File: src/rtl/fetch_pkg.sv
// Shared types and constants for the instruction-fetch front end.
package fetch_pkg;

    localparam int XLEN_DEFAULT = 32;
    localparam int INST_BYTES   = 4;

    typedef enum logic [1:0] {
        IDLE  = 2'd0,
        WAIT  = 2'd1,
        DRAIN = 2'd2,
        FULL  = 2'd3
    } fetch_state_e;

endpackage

File: src/rtl/fetch_redirect_unit.sv
// Fetch front end: PC, single-outstanding imem request, one-entry output buffer,
// and squash/restart on a taken branch from execute.
module fetch_redirect_unit
    import fetch_pkg::*;
#(
    parameter int              XLEN     = XLEN_DEFAULT,
    parameter logic [XLEN-1:0] RESET_PC = '0
) (
    input  logic            clk,
    input  logic            rst,
    input  logic            br_valid,
    input  logic            br_taken,
    input  logic [XLEN-1:0] br_target,
    output logic            imem_req,
    output logic [XLEN-1:0] imem_addr,
    input  logic            imem_ready,
    input  logic [XLEN-1:0] imem_rdata,
    output logic            out_valid,
    input  logic            out_ready,
    output logic [XLEN-1:0] out_inst,
    output logic [XLEN-1:0] out_pc,
    output logic            flush,
    output logic            misalign
);

    fetch_state_e    state_reg, state_next;
    logic [XLEN-1:0] pc_reg, pc_next;
    logic [XLEN-1:0] req_addr_reg, req_addr_next;
    logic            out_valid_reg, out_valid_next;
    logic [XLEN-1:0] out_inst_reg, out_inst_next;
    logic [XLEN-1:0] out_pc_reg, out_pc_next;
    logic            flush_reg, flush_next;
    logic            misalign_reg, misalign_next;

    logic            redirect;
    logic [XLEN-1:0] target_aligned;
    logic [XLEN-1:0] fetch_pc;

    assign redirect       = br_valid & br_taken;
    assign target_aligned = {br_target[XLEN-1:2], 2'b00};
    // A redirect arriving in the same cycle a new request is formed wins over the stale pc.
    assign fetch_pc       = redirect ? target_aligned : pc_reg;

    always_comb begin
        state_next     = state_reg;
        pc_next        = redirect ? target_aligned : pc_reg;
        req_addr_next  = req_addr_reg;
        out_valid_next = out_valid_reg;
        out_inst_next  = out_inst_reg;
        out_pc_next    = out_pc_reg;
        flush_next     = redirect;
        misalign_next  = redirect & (|br_target[1:0]);

        case (state_reg)
            IDLE: begin
                state_next    = WAIT;
                req_addr_next = fetch_pc;
            end
            WAIT: begin
                if (imem_ready) begin
                    if (redirect) begin
                        req_addr_next = target_aligned;
                    end else begin
                        out_inst_next  = imem_rdata;
                        out_pc_next    = req_addr_reg;
                        out_valid_next = 1'b1;
                        pc_next        = pc_reg + XLEN'(INST_BYTES);
                        state_next     = FULL;
                    end
                end else if (redirect) begin
                    // Memory cannot be abandoned mid-request; wait out the wrong-path beat.
                    state_next = DRAIN;
                end
            end
            DRAIN: begin
                if (imem_ready) begin
                    req_addr_next = fetch_pc;
                    state_next    = WAIT;
                end
            end
            FULL: begin
                if (redirect) begin
                    out_valid_next = 1'b0;
                    req_addr_next  = target_aligned;
                    state_next     = WAIT;
                end else if (out_ready) begin
                    out_valid_next = 1'b0;
                    req_addr_next  = pc_reg;
                    state_next     = WAIT;
                end
            end
            default: state_next = IDLE;
        endcase
    end

    always_ff @(posedge clk) begin
        if (rst) begin
            state_reg     <= IDLE;
            pc_reg        <= RESET_PC;
            req_addr_reg  <= '0;
            out_valid_reg <= 1'b0;
            out_inst_reg  <= '0;
            out_pc_reg    <= '0;
            flush_reg     <= 1'b0;
            misalign_reg  <= 1'b0;
        end else begin
            state_reg     <= state_next;
            pc_reg        <= pc_next;
            req_addr_reg  <= req_addr_next;
            out_valid_reg <= out_valid_next;
            out_inst_reg  <= out_inst_next;
            out_pc_reg    <= out_pc_next;
            flush_reg     <= flush_next;
            misalign_reg  <= misalign_next;
        end
    end

    assign imem_req  = (state_reg == WAIT) || (state_reg == DRAIN);
    assign imem_addr = req_addr_reg;
    assign out_valid = out_valid_reg;
    assign out_inst  = out_inst_reg;
    assign out_pc    = out_pc_reg;
    assign flush     = flush_reg;
    assign misalign  = misalign_reg;

endmodule

File: config.mk
export PLATFORM = sky130hd
export DESIGN_NAME = fetch_redirect_unit
export DESIGN_NICKNAME = d
export VERILOG_FILES = /design/src/rtl/fetch_pkg.sv /design/src/rtl/fetch_redirect_unit.sv
export SDC_FILE = /design/constraint.sdc
export NUM_CORES = 1
export LEC_CHECK = 0
export CAP_MARGIN = 20
export CORE_ASPECT_RATIO = 0.8
export CORE_UTILIZATION = 42
export CTS_CLUSTER_DIAMETER = 30
export CTS_CLUSTER_SIZE = 10
export DETAILED_ROUTE_END_ITERATION = 10
export PLACE_DENSITY_LB_ADDON = 0.12
export SYNTH_ARGS = -nofsm -noshare
export SYNTH_HDL_FRONTEND = slang
export SYNTH_SLANG_ARGS = --single-unit
File: constraint.sdc
create_clock -name clk -period 3.4 [get_ports clk]
set_clock_uncertainty 0.2 [all_clocks]
set_input_delay 0.68 -clock clk [delete_from_list [all_inputs] [get_ports clk]]
set_output_delay 0.68 -clock clk [all_outputs]
set_load 0.02 [all_outputs]
After elaboration in Yosys (flattened, before gate mapping)
Cells that the tools add are included.
W data, S select, Z words.
Storage, ports and cells
  bits of input ports: 70
  word-level logic and storage cells: 52
  output and inout bits: 100
  bits in registers: 133
Cells by class
  bitwise operators: 3
  reductions and logical operators: 8
  $add $sub $neg: 1
  muxes and demuxes: 22
  equality and inequality tests: 10
Operators with widths (count)
  $mux W32: 9
  $pmux W32 S4: 1
  $add A32 B3 Y32 const B: 1
  $mux W2: 6
  $reduce_and A4 Y1: 3
  $ne A3 B3 Y1 const B: 3
  $ne A2 B2 Y1 const B: 4
  $pmux W2 S4: 1
  $eq A2 B2 Y1 const B: 2
  $mux W1: 4
  $reduce_and A3 Y1: 1
  $and A1 B1 Y1: 2
  $eq A2 B1 Y1 const B: 1
  $logic_not A2 Y1: 1
  $pmux W1 S2: 1
  $reduce_bool A2 Y1: 1
  $reduce_or A2 Y1: 1
  $logic_or A1 B1 Y1: 1
  $not A1 Y1: 1

Logic depth before layout (Yosys ltp)
Gate-level depths: netlist of the first run.
  word-level depth: 5
  mapped depth: 9
  mapped depth without buffers: 7

Worst setup path before layout of the first run
OpenSTA, ideal clock, no wires.
  kind: input -> register
  start point: in imem_ready
  end point: reg pc_reg[22]
  stages on the path: 6
  slack: 1.022 ns
  data arrival time: 2.093 ns
  required time: 3.114 ns
  cells stage by stage: buf_2 nand2_1 nor4_2 nand4_1 xor2_1 a211oi_1
Between the ends
  word-level cells in the longest chain between the ends: 2
Ends and longest elaborated chain
  from (decl): line fetch_redirect_unit.sv:16  | input logic imem_ready,
  $mux W32: line fetch_redirect_unit.sv:60  | if (imem_ready) begin
  $mux W32: line fetch_redirect_unit.sv:54  | case (state_reg)
  to (signal assigned): line fetch_redirect_unit.sv:108  | pc_reg <= pc_next;
  to (decl): line fetch_redirect_unit.sv:27  | logic [XLEN-1:0] pc_reg, pc_next;
No other way between the ends.
A chain may end at the register's enable or synchronous reset.

Worst setup path in the final report of the first run
  start point: reg state_reg[0]
  end point: out imem_req
Between the ends
  word-level cells in the longest chain between the ends: 2
  elaborated cells between the ends (all ways): 3
  those cells by class: eq/ne (2); reduce/logical (1)
Ends and longest elaborated chain
  from (decl): line fetch_redirect_unit.sv:26  | fetch_state_e state_reg, state_next;
  from (signal assigned): line fetch_redirect_unit.sv:107  | state_reg <= state_next;
  $eq A2 B1 Y1 / $eq A2 B2 Y1 (equally long branches): line fetch_redirect_unit.sv:118  | assign imem_req = (state_reg == WAIT) || (state_reg == DRAIN);
  $logic_or A1 B1 Y1 *: line fetch_redirect_unit.sv:118
  to (decl): line fetch_redirect_unit.sv:14  | output logic imem_req,
Every way passes the cells marked *; elsewhere a longest branch is shown, timed or not.

==> results, run 1 <==
- The total half-perimeter wirelength after legalization and detailed placement is 10900 um.
- The maximum number of pins on one net before global-route repair is 70.
- The number of register bits inferred by synthesis is 133.
- IR analysis of the VDD net gives a maximum drop of 347 uV.
- The layout has 1121 filler cells.
- The most common cell after layout, fill and taps aside is sky130_fd_sc_hd__nand2_1.
- Across every metal layer, demand over resource in global routing totals 24.2%.
- The start point of the worst min-delay path is out_inst[7]$_SDFFE_PP0P_.
- Setup violations remaining at the end of the flow were counted as 0.
- Row generation in the floorplan step produced 37 rows.
- The largest stage delay on the critical path is 610 ps.
- The clock latency on the worst-skew pair is 410 ps.
- Counting flops with a built-in enable in the synthesized netlist gives 0.
- The number of pins with negative max-slew slack in the final report is 0.
- TritonCTS built the clock tree.
- Adding up every negative setup slack in the final design gives 0 ps.
- The post-CTS clock slew at the launch and capture registers of the worst setup and hold paths is 50 ps.
- Summing every instance area after synthesis gives 5510 um^2.
- STA puts the critical path data required time at 2520 ps.
- The top cell type by area accounts for 48.3% of the synthesized area.
- Wires add up to 16000 um.
- The sequential fraction of the synthesis area is 48.3%.
- Hold is met by 251 ps.
- The net count after synthesis is 766.
- The count of buffers inserted at the top-level ports is 169.
- The class of the most critical hold timing path is flip-flop to flip-flop.
- The detailed router's first-iteration violation count is 424.
- The reg-to-reg startpoint is pc_reg[2]$_SDFF_PP0_.
- Setup repair after global routing left no endpoint under its margin.
- The share of total power dissipated in combinational logic is 16.5%.
- The kind of cell adding the most delay to the critical path is buffers and inverters.
- The number of levels the H-tree was split into is 4.
- In this run the power density over the cells is 545 nW/um^2.
- The worst path needs 2700 ps of the cycle, external delays included.
- The netlist uses 36 different library cells.
- Cells with a size suffix above 1 make up 6.36% of the layout.
- Of the total power, the share spent switching nets is 27.2%.
- The mean instance size in the synthesized netlist is 7.97 um^2.
- The flow ran to the end, and the final reports show no timing, DRC or antenna violations.
- After technology mapping, the gate count stands at 692.
- Counting every sink on the clock net gives 133.
- The count of buffering cells on the critical path with inverters included is 3.
- The share of synthesized flip-flops with an asynchronous set or reset is 0%.
- The sink of the worst hold path is out_inst[7]$_SDFFE_PP0P_.
- The first-pass GRT wire length is 25800 um.
- The dominant synthesized flop cell is sky130_fd_sc_hd__dfxtp_1.
- In this run the power spent charging and discharging nets is 1.19 mW.
- The post-CTS repair timing setup buffer count is 0.
- The highest fanout seen on the critical path is 6.
- Walking the worst path, the cells encountered are inv_1 > ha_1 > inv_1 > clkdlybuf4s50_1.
- For the pin with the worst max-slew slack, the measured transition is 637 ps.
- The critical path start-end classification is flip-flop to primary output.
- The final count of hold timing violations is 0.
- Internal power comes to 3.17 mW.
- The die covers 13600 um^2.
- The dominant cell type by area after synthesis is sky130_fd_sc_hd__dfxtp_1.
- The worst setup path is launched from a flip-flop.
- The combined area of the multi-input logic cells is 2640 um^2.
- Leaving out fill and tap cells, the most frequent cells in the layout are sky130_fd_sc_hd__nand2_1, sky130_fd_sc_hd__clkdlybuf4s50_1, sky130_fd_sc_hd__dfxtp_1.
- From synthesis to final layout, the design area changed by 44.9%.
- After clock tree synthesis, the flow added hold-fix buffers numbering 0.
- After detailed routing, the number of vias per cell comes to 5.28.
- Sorting the synthesized cells by area gives the leading types as sky130_fd_sc_hd__dfxtp_1, sky130_fd_sc_hd__nand2_1, sky130_fd_sc_hd__a21oi_1, sky130_fd_sc_hd__a311oi_1, sky130_fd_sc_hd__nor2_1.
- The share of the cycle needed by the critical path after routing is 79.3%.
- Registers take 2660 um^2.
- The count of max-cap constraint violations is 0.
- After clock tree synthesis, the repair step resized 0 gates.
- The count of inserted antenna diode cells is 0.
- The nature of the critical path endpoint is a primary output.
- The minimum setup slack among reg-to-reg paths is 1030 ps.
- The detail route stage leaves a number of antenna-violating nets equal to 0.
- The clock tree root buffer cell is sky130_fd_sc_hd__clkbuf_16.
- The width of the chip is 130 um.
- For the worst flop-to-flop path, the logic depth is 7.
- Registers are responsible for 40.7% of the overall power.
- The initial antenna violation count came to 0.
- The count of synthesis-stage warnings from yosys is 0.
- The library cell appearing most often on the critical path is sky130_fd_sc_hd__inv_1.
- Routability-driven placement finished with a final weighted congestion of 0.838.
- The starting density of the core is 43.0%.
- During I/O placement, the number of pins put on the boundary was 170.
- The worst hold path was traced through 2 stages.
- The number of detailed-routing iterations run before antenna repair is 5.
- The routed wirelength normalized by instance count is 15.6 um.
- Measured against its own limit, the worst slew margin works out to 57.5%.
- The number of buffers on the longest clock path is 2.
- Data on the critical path arrives at its endpoint at 1820 ps.
- The total global routing overflow is 0.
- The peak clock frequency supported by timing is 0.371 GHz.
- The leakage component of the power is 2.76 nW.
- The via count of the first global-routing pass is 5143.
- The core region is 12800 um^2.
- Clock tree synthesis inserted a total of 17 buffers.
- The residual DRC count is 0.
- The worst reg2reg path endpoint is pc_reg[22]$_SDFF_PP0_.
- The die span in y is 104 um.
- The total via count after detailed routing is 5409.
- In this run, the clock network consumes 42.8% of the power.
- The slowest stage cell on the critical path is sky130_fd_sc_hd__clkdlybuf4s50_1.
- The final layout contains 911 nets.
-- routing by layer --
metal  vias up  share of wire (%)  global-route usage (%)
met5         -                  0                       0
met4         0                1.0                    8.14
met3        19                5.5                    5.04
met2       176                 45                    36.5
met1      2547                 49                    34.1
li1       2667                  -                       -
-- Yosys cell counts (2+ instances only) --
master and count:
sky130_fd_sc_hd__ha_1 4, sky130_fd_sc_hd__buf_2 3, sky130_fd_sc_hd__buf_1 2, sky130_fd_sc_hd__nand3_1 14, sky130_fd_sc_hd__a211oi_1 25, sky130_fd_sc_hd__o21ai_0 33, sky130_fd_sc_hd__nor2_1 70, sky130_fd_sc_hd__or3_1 3
sky130_fd_sc_hd__clkbuf_1 50, sky130_fd_sc_hd__a21oi_1 71, sky130_fd_sc_hd__dfxtp_1 133, sky130_fd_sc_hd__nand2_1 175, sky130_fd_sc_hd__a22o_1 2, sky130_fd_sc_hd__and2_1 4, sky130_fd_sc_hd__xnor2_1 15, sky130_fd_sc_hd__xor2_1 13
sky130_fd_sc_hd__nor3_1 5, sky130_fd_sc_hd__nand4_1 8, sky130_fd_sc_hd__nand2b_1 2, sky130_fd_sc_hd__a311oi_1 33, sky130_fd_sc_hd__inv_1 7, sky130_fd_sc_hd__nor4_1 6
-- cells by family (layout without fill, tap and decap cells) --
logic type | count (synthesis) | count (layout) | share of synthesized area, %
flip-flops | 133 | 133 | 48.3
XOR/XNOR | 28 | 28 | 4.45
buffers and inverters | 62 | 219 | 4.29
AO/OA/AOI/OAI | 168 | 168 | 19.0
AND/OR/NAND/NOR | 297 | 297 | 23.0
adder cells (fa/ha/maj) | 4 | 4 | 0.908
-- how the worst max path moves through the flow --
stage               slack, ps                          to  cells past startpoint                      start
finish                    700                    imem_req                      4  state_reg[0]$_SDFFE_PP0P_
global placement          570  imem_addr[27]$_SDFFE_PP0P_                      7                   br_valid
CTS                       680                    imem_req                      4  state_reg[0]$_SDFFE_PP0P_
global route              610                    imem_req                      4  state_reg[0]$_SDFFE_PP0P_
detailed placement        470  imem_addr[21]$_SDFFE_PP0P_                      7                   br_valid
floorplan                1020       pc_reg[22]$_SDFF_PP0_                      6                 imem_ready
-- power groups by stage --
stage | Combinational, mW | Clock [mW] | Sequential [mW]
floorplan | 0.282 | 0 | 1.87
global placement | 0.701 | 0 | 1.80
detailed placement | 0.717 | 0 | 1.80
CTS | 0.720 | 1.88 | 1.77
global route | 0.775 | 1.96 | 1.79
finish | 0.718 | 1.86 | 1.77
-- cell type report --
cell class / instances / area share, %
Tap cell: 175 / 2.74
Timing Repair Buffer: 181 / 23.1
Inverter: 7 / 0.329
Sequential cell: 133 / 33.3
Multi-Input combinational cell: 497 / 33.1
Clock inverter: 12 / 1.94
Clock buffer: 19 / 5.55
-- metrics by stage --
stage                     power, mW  util (%)  setup slack, ps  instance area, um^2  std cells
after floorplan                2.15         -             1020                 5510        692
after global placement         2.50      57.6              571                 7390        993
after detailed placement       2.52      57.6              470                 7390        993
after CTS                      4.37      62.3              683                 7990       1024
after global routing           4.53      62.3              609                 7990       1024
final                          4.35      62.3              703                 7990       1024
-- tightest hold or removal path, cell delays in order (launching register included) --
cell                      delay, ps
sky130_fd_sc_hd__dfxtp_1        300
sky130_fd_sc_hd__nand2_1         50
sky130_fd_sc_hd__a21oi_1         50
No activity file was read; power rests on OpenSTA's default activity.
==> inputs of run 2 (changes only) <==
==> constraint.sdc (replaced) <==
create_clock -name clk -period 2.76 [get_ports clk]
set_clock_uncertainty 0.2 [all_clocks]
set_input_delay 0.552 -clock clk [delete_from_list [all_inputs] [get_ports clk]]
set_output_delay 0.552 -clock clk [all_outputs]
set_load 0.02 [all_outputs]
==> run 2 against run 1 <==
Net effect:
- count of clock-buffer cells in the layout increased by 2
- via count shrank 0.70%
- register-to-register slack got worse by 560 ps
- utilization is 0.51 points higher
- critical endpoint unchanged
==> results, run 2 (synthesis gave the netlist of run 1 again) <==
- The initial utilization of the core area, before any placement, comes to 43.0%.
- In the layout the commonest cells are sky130_fd_sc_hd__nand2_1, sky130_fd_sc_hd__clkdlybuf4s50_1, sky130_fd_sc_hd__dfxtp_1.
- Walking the worst path, the cells encountered are inv_1 > ha_1 > inv_1 > clkdlybuf4s50_1.
- The final weighted congestion of routability-driven global placement is 0.840.
- Leaving out fill and tap cells, the most frequent cell in the layout is sky130_fd_sc_hd__nand2_1.
- The worst setup path is launched from a flip-flop.
- The via count of the first global-routing pass is 5094.
- The non-filler instance count after layout is 1035.
- The post-CTS repair timing setup buffer count is 0.
- The global-route usage over all layers is 24.1%.
- In this run the tool buffered the top-level ports with 169 buffer cells.
- The transition time at the pin with the least slew margin is 528 ps.
- The total negative slack for setup checks is 0 ps.
- The class of the most critical hold timing path is flip-flop to flip-flop.
- The floorplan has 37 rows.
- The highest fanout seen on the critical path is 6.
- The count of inserted antenna diode cells is 0.
- The share of final-layout standard cells stronger than drive strength 1 is 7.33%.
- The critical path data required time is 2010 ps.
- The leakage component of the power is 2.80 nW.
- The width of the chip is 130 um.
- The number of pins with negative max-slew slack in the final report is 0.
- Once the clock tree was built, the resizer swapped 0 gates to a different size.
- The critical path start-end classification is flip-flop to primary output.
- Setup violations remaining at the end of the flow were counted as 0.
- After detailed placement, the design holds a cell count of 1004.
- The floorplan step set the die height to 104 um.
- Clock tree synthesis inserted a total of 17 buffers.
- The final count of hold timing violations is 0.
- The slowest stage cell on the critical path is sky130_fd_sc_hd__clkdlybuf4s50_1.
- The library cell appearing most often on the critical path is sky130_fd_sc_hd__inv_1.
- The run finished with clean final reports.
- The number of buffers on the longest clock path is 2.
- In the final design database the tool counted 922 nets.
- The routed layout has 5371 vias.
- In the routed design, unresolved DRC markers number 0.
- The number of levels the H-tree was split into is 4.
- The relative max-transition margin is 64.5%.
- Entering global routing, the biggest net connects 45 pins.
- The total half-perimeter wirelength after legalization and detailed placement is 11200 um.
- The total power of the final layout is 5.40 mW.
- The power per cell area is 671 nW/um^2.
- Max-cap violations in this run came to 0.
- From synthesis to final layout, the design area changed by 46.1%.
- The clock tree from TritonCTS is done.
- The number of sinks on the clock net is 133.
- Setup repair after global routing left no endpoint under its margin.
- The nature of the critical path endpoint is a primary output.
- After detailed routing, the average wire length per cell comes to 15.3 um.
- The largest stage delay on the critical path is 610 ps.
- After clock tree synthesis, the flow added hold-fix buffers numbering 0.
- The clock latency on the worst-skew pair is 410 ps.
- The antenna violation net count after detailed routing is 0.
- The first-pass GRT wire length is 25500 um.
- IR analysis of the VDD net gives a maximum drop of 432 uV.
- Subtracting the final worst setup slack from the clock period gives 2590 ps.
- The post-CTS clock slew at the launch and capture registers of the worst setup and hold paths is 50 ps.
- The first detailed-routing pass ran for 4 iterations.
- The die covers 13600 um^2.
- Using the TritonRoute via totals, the vias-per-cell ratio works out to 5.19.
- For the worst setup path, the data arrival time is 1830 ps.
- The total global routing overflow is 0.
- The overall routed net length is 15800 um.
- After the first detailed-routing iteration, the DRC count stood at 313.
- The initial antenna violation count was 0.
- The worst path uses 93.7% of the clock period.
- For this design the top-level I/O count stands at 170.
- The peak clock frequency supported by timing is 0.387 GHz.
- The core box area is 12800 um^2.
- Clock tree synthesis selected as its root buffer the cell sky130_fd_sc_hd__clkbuf_16.
==> run 2: cell types whose count changed in the layout (fill, tap and decap cells not counted) <==
cell and change:
sky130_fd_sc_hd__clkinv_2 +1, sky130_fd_sc_hd__inv_6 -1, sky130_fd_sc_hd__buf_4 +13, sky130_fd_sc_hd__clkinv_4 -3, sky130_fd_sc_hd__buf_12 -2, sky130_fd_sc_hd__bufinv_16 +1, sky130_fd_sc_hd__clkbuf_1 +2
==> run 2: stage by stage <==
step                cell area (um^2)  utilization (%)  hold slack (ps)  setup slack, ps
floorplan                       5510                -              229              510
global placement                7450             58.1              242              145
detailed placement              7450             58.1              248             95.6
CTS                             8050             62.8              255              144
global route                    8050             62.8              276             97.0
finish                          8050             62.8              253              173
==> run 2: worst max-delay path, delay by kind of cell, from the launching register on <==
| kind | cells | cell delay (ps) |
|---|---|---|
| adder cells (fa/ha/maj) | 1 | 290 |
| buffers and inverters | 3 | 730 |
| flip-flops | 1 | 410 |
==> run 2: cell type report <==
class / instances / area [um^2]
Fill cell: 1096 / 4770
Sequential cell: 133 / 2660
Multi-Input combinational cell: 497 / 2640
Timing Repair Buffer: 192 / 1900
Clock buffer: 21 / 450
Tap cell: 175 / 219
Clock inverter: 10 / 155
Inverter: 7 / 26.3
==> run 2: path summary, 6_finish.rpt <==
path | startpoint | to | slack [ps] | cells past startpoint
worst min register to register | out_pc[23]$_SDFFE_PP0P_ | out_pc[23]$_SDFFE_PP0P_ | 250 | 2
worst max-delay path | state_reg[0]$_SDFFE_PP0P_ | imem_req | 170 | 4
worst min-delay path | out_pc[23]$_SDFFE_PP0P_ | out_pc[23]$_SDFFE_PP0P_ | 250 | 2
worst max register to register | state_reg[0]$_SDFFE_PP0P_ | out_inst[31]$_SDFFE_PP0P_ | 470 | 7
==> run 2: metal layers <==
layer,global-route usage (%),wire length (um)
met5,0,0
met2,36.9,7180
met1,33.5,7730
met3,5.25,752
met4,7.31,157
==> run 2: report_power, final <==
part           total [mW]  leakage, nW  switching (mW)  internal (mW)
logic               0.890         1.42           0.473          0.416
registers            2.19         1.09           0.132           2.05
clock network        2.32        0.293           0.801           1.52
total                5.40         2.80            1.41           3.99
==> inputs of run 3 (changes only) <==
==> constraint.sdc (replaced) <==
create_clock -name clk -period 3 [get_ports clk]
set_clock_uncertainty 0.2 [all_clocks]
set_input_delay 0.6 -clock clk [delete_from_list [all_inputs] [get_ports clk]]
set_output_delay 0.6 -clock clk [all_outputs]
set_load 0.02 [all_outputs]
==> run 3 against run 2 <==
Net effect:
- non-clock buffer count is 5 lower
- via count is 0.69% lower
- utilization is 0.14 points higher
- first-iteration DRC count is 19% higher
- clock power is 3% lower
- critical path depth stayed put
- combinational power is 8.0% lower
- sequential power is 8% lower
- count of clock-buffer cells in the layout is 3 lower
- total power is 6.1% lower
- final cell count is 0.48% lower
- critical path type unchanged
- die area stayed put
- critical endpoint unchanged
==> results, run 3 (synthesis gave the netlist of run 1 again) <==
- The run finished with clean final reports.
- The final worst hold slack is 254 ps.
- The data arrival time of the critical path is 1870 ps.
- The width of the chip is 130 um.
- For this design the total switching power over the nets is 1.33 mW.
- Across all register-to-register paths, the minimum setup slack is 660 ps.
- In this run the critical register-to-register path is launched from state_reg[0]$_SDFFE_PP0P_.
- The detailed-route vias per instance is 5.18.
- For this run the aggregate overflow at the end of global routing stands at 0.
- The total negative slack for setup checks is 0 ps.
- The root buffer cell chosen for the clock tree is sky130_fd_sc_hd__clkbuf_16.
- For this block, the via count after detailed routing is 5334.
- The worst hold path stage count is 2.
- The total I/O pin count is 170.
- The share of final-layout standard cells stronger than drive strength 1 is 7.02%.
- The die area is 13600 um^2.
- After the flow finishes, the layout carries non-filler instances totaling 1030.
- The nature of the critical path endpoint is a primary output.
- The antenna violation net count after detailed routing is 0.
- Internal power comes to 3.74 mW.
- The first global-routing pass estimated 25000 um of wire.
- The worst setup path is launched from a flip-flop.
- After clock tree synthesis, the clock-pin slew on the worst setup and hold paths is 60 ps.
- In this run the most critical hold path is launched from out_pc[20]$_SDFFE_PP0P_.
- The hold buffer count at CTS is 0.
- The number of nets in the final layout is 917.
- Global routing used 23.6% of the available tracks across all layers.
- Of the total power, combinational logic draws 16.2%.
- TritonCTS created 17 clock buffers.
- The share of the cycle needed by the critical path after routing is 88.8%.
- The class of the most critical hold timing path is flip-flop to flip-flop.
- Setup repair after global routing left no endpoint under its margin.
- The relative max-transition margin is 63.5%.
- The detailed router's first-iteration violation count is 372.
- The clock network burns 44.2% of the power.
- The worst hold path terminates at out_pc[20]$_SDFFE_PP0P_.
- For this run, the detailed router's first-pass iteration total came to 5.
- The number of placed instances, taps included is 999.
- Timing would allow up to 0.375 GHz.
- The critical path data required time is 2200 ps.
- For the worst flop-to-flop path, the logic depth is 6.
- VDD sags by at most 406 uV.
- The maximum number of pins on one net before global-route repair is 66.
- For this design, the sink count on the clock tree is 133.
- The critical path in this run is classified as flip-flop to primary output.
- The area added between synthesis and finish is 46.4%.
- In the layout the commonest cells are sky130_fd_sc_hd__nand2_1, sky130_fd_sc_hd__clkdlybuf4s50_1, sky130_fd_sc_hd__dfxtp_1.
- The initial antenna violation count is 0.
- In this run the worst path has a maximum fanout of 6.
- The clock latency on the worst-skew pair is 400 ps.
- In this run the tool buffered the top-level ports with 169 buffer cells.
- The transition time at the pin with the least slew margin is 547 ps.
- The worst reg2reg path endpoint is pc_reg[19]$_SDFF_PP0_.
- The number of instances resized during post-cts repair is 0.
- The wire-length estimate of the detail-placed layout is 11100 um.
- For this run, design rule violations remaining after detail routing come to 0.
- The floorplan has 37 rows.
- The design draws 5.07 mW.
- In the final routed layout, each cell accounts on average for 15.3 um.
- The final count of hold timing violations came to 0.
- The starting density of the core is 43.0%.
- The number of levels the H-tree was split into is 4.
- The number of pins with negative max-slew slack in the final report is 0.
- For the finished layout, the period the worst path requires is 2670 ps.
- The fraction of power spent switching nets is 26.2%.
- Across the run, the number of max-cap violations was 0.
- The core box area is 12800 um^2.
- The die span in y is 104 um.
- The most common cell after layout, fill and taps aside is sky130_fd_sc_hd__nand2_1.
- The number of endpoints failing setup at the final stage is 0.
- The count of inserted antenna diode cells is 0.
- In this run the post-CTS setup repair buffer count came out at 0.
- The number of buffers on the longest clock path is 2.
- TritonCTS built the clock tree.
- The relative contribution of sequential cells to total power is 39.6%.
- Summed over all layers, the routed wires come to 15800 um.
- Tracing the worst setup path back leads to its startpoint at state_reg[0]$_SDFFE_PP0P_.
- The leakage component of the power is 2.80 nW.
- The via count of the first global-routing pass was 4913.
- The congestion estimate from routability-driven global placement came to 0.835.
- Dividing total power by cell area gives a power density of 628 nW/um^2.
==> run 3: through the flow <==
step	cell area, um^2	setup slack [ps]	util, %
after floorplan	5510	702	-
after global placement	7430	357	58.0
after detailed placement	7430	288	58.0
after CTS	8070	322	62.9
after global routing	8070	233	62.9
final	8070	335	62.9
==> run 3: worst max-delay path by stage <==
stage | slack (ps) | cells after the start | to
3_5_place_dp | 290 | 6 | pc_reg[19]$_SDFF_PP0_
4_1_cts | 320 | 4 | imem_req
6_report | 330 | 4 | imem_req
5_1_grt | 230 | 4 | imem_req
3_3_place_gp | 360 | 6 | pc_reg[17]$_SDFF_PP0_
2_1_floorplan | 700 | 6 | pc_reg[22]$_SDFF_PP0_
==> run 3: cell type report <==
| class | count | area [um^2] |
|---|---|---|
| clock buffer | 18 | 429 |
| fill | 1091 | 4750 |
| multi-input combinational | 497 | 2640 |
| inverter | 7 | 26.3 |
| timing repair buffer | 187 | 1890 |
| clock inverter | 13 | 206 |
| tap | 175 | 219 |
| sequential | 133 | 2660 |
==> run 3: layer usage <==
layer	track usage (%)	wire length, um
met4	7.72	155
met1	32.7	7520
met5	0	0
met2	36.6	7220
met3	4.78	869
==> run 3: power groups by stage <==
| stage | Clock, mW | Sequential (mW) | Combinational [mW] |
|---|---|---|---|
| after floorplan | 0 | 2.12 | 0.319 |
| after detailed placement | 0 | 2.04 | 0.818 |
| final | 2.24 | 2.01 | 0.819 |
| after global routing | 2.35 | 2.03 | 0.891 |
| after CTS | 2.27 | 2.01 | 0.822 |
| after global placement | 0 | 2.04 | 0.804 |
==> run 3: worst max-delay path, stage by stage, from the launching register on <==
cell and delay (ps):
sky130_fd_sc_hd__dfxtp_1 440, sky130_fd_sc_hd__inv_1 70, sky130_fd_sc_hd__ha_1 290, sky130_fd_sc_hd__inv_1 50, sky130_fd_sc_hd__clkdlybuf4s50_1 610
